## config.mk

```make
export PLATFORM = sky130hd
export DESIGN_NAME = cache_arbiter
export DESIGN_NICKNAME = d
export VERILOG_FILES = /design/src/rtl/cache_pkg.sv /design/src/rtl/rr_arbiter2.sv /design/src/rtl/cache_arbiter.sv
export SDC_FILE = /design/constraint.sdc
export NUM_CORES = 1
export LEC_CHECK = 0
export BUFFER_PORTS_ARGS = -buffer_cell sky130_fd_sc_hd__buf_2
export CORE_AREA = 5 5 92 94
export CTS_CLUSTER_SIZE = 28
export DETAILED_ROUTE_END_ITERATION = 12
export DIE_AREA = 0 0 97 99
export PLACE_DENSITY = 0.76
export SLEW_MARGIN = 20
export SYNTH_ARGS = -nofsm -noshare
export SYNTH_HDL_FRONTEND = slang
export SYNTH_SLANG_ARGS = --single-unit
```

## constraint.sdc

```tcl
create_clock -name clock -period 1.6 [get_ports clock]
set_input_delay 0.16 -clock clock [delete_from_list [all_inputs] [get_ports clock]]
set_output_delay 0.16 -clock clock [all_outputs]
set_load 0.05 [all_outputs]
```

## src/rtl/cache_pkg.sv

```systemverilog
// cache_pkg: shared FSM encoding and default geometry for the cache arbiter.
package cache_pkg;
    localparam int DEF_ADDR_WIDTH = 8;
    localparam int DEF_LINE_WIDTH = 32;
    localparam int DEF_K = 2;
    localparam int DEF_WR_TIMEOUT = 2 * DEF_K + 2;
    typedef enum logic [1:0] {IDLE = 2'd0, READ = 2'd1, WRITE = 2'd2, RESP = 2'd3} state_t;
endpackage

```

## src/rtl/rr_arbiter2.sv

```systemverilog
// rr_arbiter2: two-way round-robin picker; on a tie the requester not granted last wins.
module rr_arbiter2 (
    input  logic [1:0] req,
    input  logic       last,
    output logic [1:0] grant
);
    always_comb grant = (req == 2'b11) ? (last ? 2'b01 : 2'b10) : req;
endmodule

```

## src/rtl/cache_arbiter.sv

```systemverilog
// cache_arbiter: two-requester round-robin front end issuing one read or write at a time to a cache.
module cache_arbiter
    import cache_pkg::*;
#(
    parameter int ADDR_WIDTH = DEF_ADDR_WIDTH,
    parameter int LINE_WIDTH = DEF_LINE_WIDTH,
    parameter int K          = DEF_K,
    parameter int WR_TIMEOUT = 2 * K + 2
) (
    input  logic                    clock,
    input  logic                    reset_n,
    input  logic [1:0]              req_valid,
    output logic [1:0]              req_ready,
    input  logic [1:0]              req_write,
    input  logic [2*ADDR_WIDTH-1:0] req_addr,
    input  logic [2*LINE_WIDTH-1:0] req_wdata,
    output logic [1:0]              rsp_valid,
    output logic                    rsp_hit,
    output logic                    rsp_err,
    output logic [LINE_WIDTH-1:0]   rsp_data,
    output logic [ADDR_WIDTH-1:0]   cache_addr,
    output logic [LINE_WIDTH-1:0]   cache_val,
    output logic                    cache_read,
    output logic                    cache_write,
    input  logic                    cache_hit,
    input  logic [LINE_WIDTH-1:0]   cache_out_val
);
    localparam int CW = $clog2(WR_TIMEOUT + 1);
    localparam logic [CW-1:0] LAST_CNT = CW'(WR_TIMEOUT - 1);
    state_t state;
    logic owner, last, op_write, err_q, win, done, in_resp;
    logic [CW-1:0] wr_cnt;
    logic [1:0] grant;
    rr_arbiter2 u_rr (.req(req_valid), .last(last), .grant(grant));
    // cache_hit in the first WRITE cycle still reflects the previous command, so it cannot finish a write
    assign done = (state == WRITE) && (wr_cnt != '0) && cache_hit;
    assign win = grant[1];
    assign in_resp = state == RESP;
    assign req_ready = (reset_n && state == IDLE) ? grant : 2'b00;
    assign cache_read = state == READ;
    assign cache_write = (state == WRITE) && !done;
    assign rsp_valid = in_resp ? (owner ? 2'b10 : 2'b01) : 2'b00;
    assign rsp_hit = in_resp && (op_write ? !err_q : cache_hit);
    assign rsp_err = in_resp && op_write && err_q;
    assign rsp_data = (in_resp && !op_write && cache_hit) ? cache_out_val : '0;
    always_ff @(posedge clock or negedge reset_n) begin
        if (!reset_n) begin
            state <= IDLE;
            owner <= 1'b0;
            last <= 1'b1;
            op_write <= 1'b0;
            err_q <= 1'b0;
            wr_cnt <= '0;
            cache_addr <= '0;
            cache_val <= '0;
        end else begin
            case (state)
                IDLE: if (|req_valid) begin
                    state <= req_write[win] ? WRITE : READ;
                    owner <= win;
                    last <= win;
                    op_write <= req_write[win];
                    err_q <= 1'b0;
                    wr_cnt <= '0;
                    cache_addr <= win ? req_addr[2*ADDR_WIDTH-1:ADDR_WIDTH] : req_addr[ADDR_WIDTH-1:0];
                    cache_val <= win ? req_wdata[2*LINE_WIDTH-1:LINE_WIDTH] : req_wdata[LINE_WIDTH-1:0];
                end
                READ: state <= RESP;
                WRITE: begin
                    wr_cnt <= wr_cnt + CW'(1);
                    if (done) begin
                        state <= RESP;
                    end else if (wr_cnt == LAST_CNT) begin
                        state <= RESP;
                        err_q <= 1'b1;
                    end
                end
                default: state <= IDLE;
            endcase
        end
    end
endmodule

```

==> impl_results.md <==
- Outcome: finished, violations left
- Failing checks: negative setup slack
- H-tree levels: 2
- Total core area: roughly 0.0076 sq mm
- Pwr dens: approximately 1900 mW/mm^2
- Overall power: 8.57 mW
- Post-route minimum period: around 1.8 ns
- Most common cell after layout, fill and taps aside: buf_2
- Worst R2R Setup Slack: -0.12 ns
- Max clock buf depth: 2
- Critical Path Fanout Max: 32
- HP Class: input port to flip-flop
- CTS buffer count: 5
- Highest-count cells in the layout ignoring fill and taps: buf_2 (159), dfrtp_1 (48), nand2_1 (45), mux2i_1 (43), o21ai_0 (38)
- Remaining antenna violation count: 0
- Mapped Nets: 407
- Crit path cell chain: ha_2, nor3b_4, buf_12, and2_2, buf_12
- Top Ports: 199
- Critical path class: flip-flop to output port
- Yosys cell types: 31
- Area of the multi-input gates: 0.00146 sq mm
- Final hold violations: 0
- Hold path start: req_wdata[22]
- Slowest-stage cell, CP: dfrtp_1
- Routability Congestion: 0.885
- Final Setup Violations: 36
- Crit-path max cell delay: 0.40 ns
- Initial antenna violation count: 0
- Top cell by count, worst path: buf_12
- WP data required: approximately 1.4 ns
- R2R depth: 6
- Reg-to-Reg End: state[1]
- CTS clk-pin slew, worst paths: roughly 0.08 ns
- Post-synthesis sequential area ratio: between 40% and 50%
- Layout area overhead: 67.5%
- Fillers: 623
- EDFF count, synth: 0
- Final TNS setup: -5.21 ns
- Startpoint types: flip-flop
- Crit Reg-Reg Startpoint: state[1]
- Die X: around 97 um
- Peak supply drop: between 0.0008 and 0.0009 V
- Die Ht: a little under 100 um
- Slew at the pin with the worst max-slew slack: approximately 0.37 ns
- Worst skew pair latency: approximately 0.29 ns
- Hold path cells: 3
- Max Cap Violations: 0
- Hpwl dp: around 7 mm
- Ys async rst share: 100%
- Cell Rows: 32
- Fin crit share: 112%
- Worst path arrival time: roughly 1.6 ns
- Fin. max-slew vios: 0
- RSZ-0062 raised after global routing: true
- FF+latch count, synth: just under 50
- Remaining Overflow, GRT: 0
- Family with the most delay on the worst path: flip-flops
- Worst hold margin: ~0.15 ns
- Starting Density: 36.1%
- Syn Std Cell Area: around 0.0027 sq mm
- DR vias: approximately 2800
- Leak: ~2.4 nW
- Clock skew: 0.00282 ns
- CTS tree: built
- Vias in the first global route: 2889
- DR WL/cell: around 15 um
- DR DRC count: 0
- Buffers on Ports: about 200
- Nets: between 600 and 700
- Setup ws final: -0.185 ns
- Yosys warns: 0
- Avg Cell Area, Syn: just under 10 sq um
- First-pass iteration count of the detailed router: 4
- Vias per cell: between 4 and 5
- Cells after Synth: 280
- Register Area: roughly 0.0012 sq mm
- Root Buffer: clkbuf_8
- Drt first-iter violations: 35
- Crit end category: output port
- Bufs and invs on worst path: 2
- Overall routing resource usage: between 10% and 20%
- Layout cells sized above 1: 55.4%
- Most used DFF post-synth: dfrtp_1
- Fmax achieved: about 560 MHz
- Hold Crit Endpoint: cache_val[22]
- Antenna cells: 0
- Final wirelength: between 8 and 9 mm
- Relative slew slack: between 70% and 80%
- Num Clock Sinks: 49
- Largest net degree at the start of global routing: 47
- First-pass GRT wire length: 14.3 mm
- Die Area: 0.00960 sq mm
## worst max path at each step
stage                   endpoint  cells after the start  startpoint  slack, ns
global placement        state[1]                      6    state[0]       0.03
finish               rsp_data[7]                      5    state[1]      -0.19
floorplan           req_ready[0]                      5    state[0]      -0.06
detailed placement      state[1]                      6    state[0]      -0.09
global route         rsp_data[7]                      5    state[1]      -0.25
CTS                  rsp_data[7]                      5    state[1]      -0.18
## worst reg2reg max path, cell delays in order (launching register included)
cell and delay [ns]:
dfrtp_1 0.42, inv_1 0.11, ha_2 0.19, or3b_4 0.40, o221ai_4 0.10, nor3b_1 0.11
a211o_1 0.29
## power by group
part / internal [mW] / switching (mW)
logic: 1.87 / 3.79
clock network: 0.353 / 0.379
registers: 1.84 / 0.340
## Yosys cell counts (4+ instances only)
library cell,count,area (sq um)
a21oi_1,5,25.0
and2_1,34,213
buf_2,4,20.0
buf_6,4,45.0
clkbuf_1,9,33.8
dfrtp_1,48,1200
ha_1,8,100
inv_1,7,26.3
mux2i_1,43,430
nand2_1,45,169
nor2b_1,4,25.0
o21ai_0,45,225
## cells by family after synthesis
| group | Yosys count | synth area share [%] |
|---|---|---|
| flops | 49 | 44.9 |
| simple gates | 94 | 17.8 |
| mux | 43 | 15.7 |
| buf+inv | 26 | 4.99 |
| compound gates | 60 | 12.9 |
| fa+ha+maj | 8 | 3.66 |
## through the flow
stage	util [%]	instances	worst slack [ns]	cell area [sq um]
2_1_floorplan	-	280	-0.0576	2780
4_1_cts	58.8	597	-0.184	4450
3_5_place_dp	53.7	580	-0.0897	4060
5_1_grt	60.5	598	-0.247	4580
6_report	60.5	598	-0.185	4580
3_3_place_gp	53.7	580	0.0342	4060
## metal layers
metal	track usage, %	routed length, um	share of wire, %
met1	19.9	3350	37
met2	33.9	4630	52
met3	6.58	853	9.5
met4	4.75	158	1.8
met5	0	0	0
## state kept, by name (all words and copies together) (netlist names)
name        flops
cache_val      32
cache_addr      8
wr_cnt          3
state           2
err_q           1
last            1
op_write        1
owner           1
## layout make-up
class                   instances  area share [%]
clock buffers                   8            1.97
inverters                       7           0.574
multi-input cells             205            31.9
flip-flops and latches         49            26.8
well taps                     102            2.79
repair buffers                227            36.0
## timing repair
action,4_1_cts,5_1_grt
buffers inserted,8,0
gates cloned,0,1
gates resized for setup,68,42
pin swaps,1,0
endpoints found under the setup margin,39,49
hold endpoints to repair,48,0
hold buffers,1,0
Note: power is estimated with default switching activity, not from simulation.
